### src/rtl/rf_wb_arbiter.sv
// Write-port arbiter for the 16x32 register bank: ALU vs. load writeback,
// with starvation guard for the ALU and a destination-register scoreboard.
module rf_wb_arbiter #(
  parameter int DW         = 32,
  parameter int AW         = 4,
  parameter int STARVE_MAX = 3
) (
  input  logic            clk,
  input  logic            rst,
  input  logic            alu_valid,
  output logic            alu_ready,
  input  logic [AW-1:0]   alu_addr,
  input  logic [DW-1:0]   alu_data,
  input  logic            mem_valid,
  output logic            mem_ready,
  input  logic [AW-1:0]   mem_addr,
  input  logic [DW-1:0]   mem_data,
  input  logic            iss_valid,
  input  logic [AW-1:0]   iss_addr,
  input  logic [AW-1:0]   rd_addr,
  output logic            rd_busy,
  output logic [2**AW-1:0] busy_vec,
  output logic            rf_write,
  output logic [AW-1:0]   rf_addrw,
  output logic [DW-1:0]   rf_datain
);
  localparam int STAGES = 1;
  localparam int SW     = 4;
  localparam int NREG   = 2**AW;

  typedef struct packed {
    logic [AW-1:0] addr;
    logic [DW-1:0] data;
  } wb_req_t;

  logic [SW-1:0]     starve;
  logic              alu_pri, gnt_alu, gnt_mem, accept;
  wb_req_t           req_sel, req_q;
  logic [STAGES:0]   vld_pipe;
  logic [NREG-1:0]   busy_nxt;

  // ALU wins outright once it has lost STARVE_MAX times in a row.
  assign alu_pri = alu_valid && (starve == SW'(STARVE_MAX));
  assign gnt_alu = alu_pri || (alu_valid && !mem_valid);
  assign gnt_mem = mem_valid && !alu_pri;
  assign accept  = gnt_alu || gnt_mem;

  assign alu_ready = gnt_alu;
  assign mem_ready = gnt_mem;

  always_comb begin
    req_sel = '0;
    if (gnt_alu)      req_sel = '{addr: alu_addr, data: alu_data};
    else if (gnt_mem) req_sel = '{addr: mem_addr, data: mem_data};
  end

  always_ff @(posedge clk or negedge rst) begin
    if (!rst)                        starve <= '0;
    else if (gnt_alu)                starve <= '0;
    else if (gnt_mem && alu_valid && starve != SW'(STARVE_MAX))
                                     starve <= starve + SW'(1);
  end

  assign vld_pipe[0] = accept;

  always_ff @(posedge clk or negedge rst) begin
    if (!rst) begin
      vld_pipe[STAGES:1] <= '0;
      req_q              <= '0;
    end else begin
      vld_pipe[STAGES:1] <= vld_pipe[STAGES-1:0];
      if (accept) req_q <= req_sel;
    end
  end

  assign rf_write  = vld_pipe[STAGES];
  assign rf_addrw  = req_q.addr;
  assign rf_datain = req_q.data;

  // Clear at acceptance, then set: a same-edge issue to the same register
  // is a newer producer and must stay pending.
  always_comb begin
    busy_nxt = busy_vec;
    if (accept)    busy_nxt[req_sel.addr] = 1'b0;
    if (iss_valid) busy_nxt[iss_addr]     = 1'b1;
  end

  always_ff @(posedge clk or negedge rst) begin
    if (!rst) busy_vec <= '0;
    else      busy_vec <= busy_nxt;
  end

  assign rd_busy = busy_vec[rd_addr];
endmodule

### config.mk
export PLATFORM = sky130hd
export DESIGN_NAME = rf_wb_arbiter
export DESIGN_NICKNAME = d
export VERILOG_FILES = /design/src/rtl/rf_wb_arbiter.sv
export SDC_FILE = /design/constraint.sdc
export NUM_CORES = 1
export LEC_CHECK = 0
export BUFFER_PORTS_ARGS = -buffer_cell sky130_fd_sc_hd__buf_2
export CAP_MARGIN = 20
export CORE_ASPECT_RATIO = 1.5
export CORE_MARGIN = 3
export CORE_UTILIZATION = 35
export DETAILED_ROUTE_END_ITERATION = 6
export PLACE_DENSITY = 0.76
export REMOVE_ABC_BUFFERS = 1
export SLEW_MARGIN = 20
export SYNTH_ARGS = -nofsm -noshare
export SYNTH_HDL_FRONTEND = slang
export SYNTH_SLANG_ARGS = --single-unit
### constraint.sdc
create_clock -name clk -period 2.13 [get_ports clk]
set_input_delay 0.213 -clock clk [delete_from_list [all_inputs] [get_ports clk]]
set_output_delay 0.213 -clock clk [all_outputs]
set_load 0.02 [all_outputs]
# [Yosys cells after proc, flatten, opt, wreduce, memory -nomap -nowiden]
# Cells that the tools add are included.
[classes] addsub=1 n_lt_le_gt_ge=5 eq_ne=2 n_mux=12 bitwise=3 n_reduce_logical=12
[op_table] cell="$mux 36" count=2
[op_table] cell="$mux 16" count=2
[op_table] cell="$and 16x16->16" count=1
[op_table] cell="$not 16->16" count=1
[op_table] cell="$or 16x16->16" count=1
[op_table] cell="$lt 4x5->1 const B" count=3
[op_table] cell="$demux 1 s4" count=2
[op_table] cell="$ge 4x1->1 const B" count=2
[op_table] cell="$mux 4" count=2
[op_table] cell="$logic_and 1x1->1" count=7
[op_table] cell="$add 4x1->4 const B" count=1
[op_table] cell="$bmux 1 s4" count=1
[op_table] cell="$eq 4x2->1 const B" count=1
[op_table] cell="$ne 4x2->1 const B" count=1
[op_table] cell="$mux 1" count=3
[op_table] cell="$logic_not 1->1" count=2
[op_table] cell="$logic_or 1x1->1" count=2
[op_table] cell="$reduce_bool 2->1" count=1
[totals] regBits=57 input_bits=85 out_inout_bits=56 wordCells=40

# [Longest topological paths before layout]
[logic_depth] word_depth=15 depth_mapped=8

# [Worst setup path before layout]
# No wires, ideal clock.
[synth_path] path_type="register -> register" startpoint="register starve[0]" endpoint="register req_q, in the netlist rf_datain[10]" setup_time_ns=0.127 arrival_ns=1.563 t_required_ns=2.003 setup_slack_ns=0.440 stages_incl_launch_ff=8 n_path_buf=2 period_less_slack_ns=1.690 cell_sequence="dfrtp_1 -> ha_1 -> nand4bb_2 -> buf_6 -> nand2_2 -> clkbuf_1 -> a222oi_1 -> inv_1"
[synth_via] elab_cells_between_ends=8
[synth_rtl] item="from (decl)" line_no="36" text="logic [SW-1:0] starve;"
[synth_rtl] item="from (signal assigned)" line_no="61" text="starve <= starve + SW'(1);"
[synth_rtl] item="$eq 4x2->1 (*)" line_no="43" text="assign alu_pri = alu_valid && (starve == SW'(STARVE_MAX));"
[synth_rtl] item="$logic_and 1x1->1 (*)" line_no="43"
[synth_rtl] item="$logic_or 1x1->1 (*)" line_no="44" text="assign gnt_alu = alu_pri || (alu_valid && !mem_valid);"
[synth_rtl] item="net alu_ready" line_no="11" text="output logic alu_ready,"
[synth_rtl] item="$mux 36 / $logic_or 1x1->1 (equally long branches)" line_no="53, 46"
[synth_rtl] item="to (signal assigned)" line_no="72" text="if (accept) req_q <= req_sel;"
[synth_rtl] item="to (decl)" line_no="38" text="wb_req_t req_sel, req_q;"
# Mark *: on every way through the listed nets, which the timed path passes. The rest lies on a longest branch.
# A chain may end at the register's enable or synchronous reset.

# [Worst setup path after layout]
[layout_path] startpoint="register busy_vec[9]" endpoint="output rd_busy"
[layout_via] elab_chain_len=2
[layout_rtl] item="from (decl)" line_no="22" text="output logic [2**AW-1:0] busy_vec,"
[layout_rtl] item="from (signal assigned)" line_no="90" text="else busy_vec <= busy_nxt;"
[layout_rtl] item="$bmux 1 s4" line_no="93" text="assign rd_busy = busy_vec[rd_addr];"
[layout_rtl] item="$mux 1 (implied by the code)" line_no="93"
[layout_rtl] item="to (decl)" line_no="21" text="output logic rd_busy,"
# No other way between the ends. The select of a mux whose other input is x is not followed.

==> results.md <==
- Outcome: completed
- Max Cap Violations: 0
- Post-route insts no fill: between 500 and 600
- Vias: around 2,800
- Reg clk slew, reported paths: 0.05 ns
- Critical path type: flop to output port
- Max VDD drop: 0.000548 V
- Hold WC Path Type: primary input to flop
- CTS Sinks: 57
- Flop pwr share: 0.363
- Compound-gate portion of the synthesized area: 0.213
- Met2 wire len: 4320 microns
- Startpoint types: flop
- Largest family of logic cells by synthesized area: compound AO/OA/AOI/OAI gates
- Post-Synth Simple-Gate Area: 0.117
- Setup TNS Final: 0 ns
- Most common cell after layout, fill and taps aside: buf_2
- Wirelength per Cell: 16.4 microns
- Iter 0 DRT Violations: approximately 340
- EDFF count, synth: 0
- Seq/Total Area, Yosys: 0.506
- Most used cell, CP: mux4_2
- Area Overhead vs Synth: 40.3%
- Total wire length: 8370 microns
- NetSw: approximately 1.1 mW
- Max Slew Vio Count: 0
- Metal1 wirelength: 3110 microns
- RSZ-0062 raised after global routing: no
- Wire length of the first global-routing pass: 13,300 microns
- Mux contribution to synthesized area: 0.0475
- Worst Setup SP: busy_vec[9]
- Yosys warns: 0
- Worst-Margin Slew: 0.673 ns
- Inserted Diodes: 0
- Critical Path RT: 1.92 ns
- Vias per cell: around 5.5
- Vias in the first global route: 2,729
- Fraction of registers with async set/reset: 1.00
- Slowest-stage cell, CP: mux4_2
- Fraction of layout cells with a size suffix above 1: 0.428
- WP data arrival: 1.86 ns
- WL met3: 751 microns
- Tot GR Track Use: 0.188
- First-pass DRT Iterations: 6
- Hold Startpoint: mem_data[25]
- Core region area: a little under 8000 sq um
- Clock period minus worst slack: roughly 2.1 ns
- Synth Area in Adders: 0.00444
- Fmax: 0.482 GHz
- Mapped Avg Cell Area: about 11 sq um
- Cells after Synth: between 200 and 300
- Slowest stage delay, CP: 0.47 ns
- GP Congestion: ~0.89
- Max Used Layer: met4
- Final hold vios: 0
- H-tree depth: 3
- Endpoint class of the critical path: output port
- Critical Path, Cell by Cell: mux4_2 -> mux4_2 -> buf_2
- Synth Area in XOR/XNOR: 0.00621
- Worst-Skew Late Latency: 0.32 ns
- Nets@finish: 490
- R2R Path Start: starve[0]
- Num CTS Buffers: 9
- Post-DP HPWL: 6200 microns
- DRC Markers: 0
- Lkg Pwr: 2.07 nW
- Port Buffers: between 100 and 150
- Worst-path fanout max: 4
- Final setup viols: 0
- Netlist cell types: 44
- Design Power: 3.67 mW
- CTS tree: yes
- Clock Power Share: 0.413
- Clock root buffer: clkbuf_16
- Ports: 141
- Top cells by area, synth: dfrtp_1 (51%), a222oi_1 (12%), inv_1 (6.4%)
- Logic pwr share: 0.224
- CTS max path bufs: 2
- Switching Share: 0.296
- Cell row count: 39
- Die height: 116 microns
- Cell taking the most area after synthesis: dfrtp_1
- Slew margin rel.: 0.551
- Int Power: 2.58 mW
- Seq cells post-synth: 57
- Most frequent cells in the layout: buf_2 (140), dfrtp_1 (57), inv_1 (48), a222oi_1 (33), nand3_1 (13)
- Largest net degree at the start of global routing: 40
- Placed cells: 494
- Post-synth top area share: 0.506
- Dominant synthesized flop cell: dfrtp_1
- Die Width: 79.3 microns
- Initial antenna violation count: 0
- Clock Skews: 0.00484 ns
- Gr ovfl total: 0
- DIE AREA: 9190 sq um
- Power Density: 927 nW/um^2
- Post-route antenna net violation count: 0
- Tcrit/Tclk final: 0.974
- Initial Utilization: 0.366
- Cell area after synthesis: 2820 sq um
-- power by group through the flow --
stage	Clock [mW]	Sequential (mW)	Combinational, mW
floorplan	0	1.50	0.289
global placement	0	1.34	0.802
detailed placement	0	1.35	0.823
CTS	1.54	1.33	0.826
global route	1.59	1.36	0.896
finish	1.52	1.33	0.820
-- flip-flops by register name (all words and copies together), names as in the netlist --
signal	cells
starve	4
rf_datain	32
busy_vec	16
rf_write	1
rf_addrw	4
-- cell type report --
| cell class | instances | area, sq um |
|---|---|---|
| fillers | 733 | 3750 |
| flip-flops and latches | 57 | 1430 |
| multi-input cells | 140 | 1100 |
| repair buffers | 148 | 801 |
| clock buffers | 9 | 225 |
| inverters | 48 | 180 |
| well taps | 102 | 128 |
| clock inverters | 7 | 95.1 |
-- synth_stat cells (all sizes together) (2+ instances only) --
library cell  number
nor2b              7
nor2              11
a22o               2
nand2             10
nand3             13
o211ai             3
dfrtp             57
a222oi            33
o22ai              2
a21boi             2
nand2b             3
xor2               2
o32ai              2
clkbuf             4
nor3b              3
nor3               2
a31oi              2
o21ai              8
a221oi             2
or3                2
buf               11
a22oi              3
mux4               5
nand3b             2
a21oi              3
o221ai             5
inv               48
nand4              2
a211oi             2
-- per-stage QoR --
stage	hold WS, ns	utilization	area [sq um]	worst slack [ns]
after CTS	0.0881	0.513	3950	0.00780
final	0.0982	0.513	3960	0.0548
after global placement	0.276	0.470	3620	0.351
after global routing	0.101	0.513	3960	0.00360
after detailed placement	0.284	0.470	3620	0.313
after floorplan	-0.0826	-	2700	-0.237
-- critical path: cells and delay by family, from the launching register on --
kind                   cells  cell delay (ns)
muxes                      2             0.93
DFF                        1             0.43
buffers and inverters      1             0.17
-- per-layer routing --
layer / vias up / GRT usage
met4: 0 / 0.0975
met2: 159 / 0.323
met3: 18 / 0.0412
li1: 1280 / -
met5: - / 0
met1: 1347 / 0.218
-- final timing paths --
kind / endpoint / slack [ns] / depth (start not counted)
worst max-delay path: rd_busy / 0.05 / 3
max in group asynchronous: starve[0] / 1.08 / 3
worst min-delay path: rf_datain[25] / 0.1 / 3
worst max register to register: busy_vec[12] / 0.29 / 5
worst min register to register: rf_addrw[1] / 0.50 / 2
min in group asynchronous: busy_vec[3] / 0.47 / 2
-- cells by family (layout without fill, tap and decap cells) --
group / count (synthesis) / after routing
buffers and inverters: 63 / 212
adder cells (fa/ha/maj): 1 / 1
AND/OR/NAND/NOR: 59 / 59
AO/OA/AOI/OAI: 71 / 71
XOR/XNOR: 2 / 2
flip-flops: 57 / 57
multiplexers: 7 / 7
-- timing repair --
action,in CTS,in global routing
hold buffers,1,0
resized for setup,0,2
endpoints found under the setup margin,0,1
setup buffers,0,0
endpoints found under the hold margin,27,0
(Power assumes the default switching activity.)
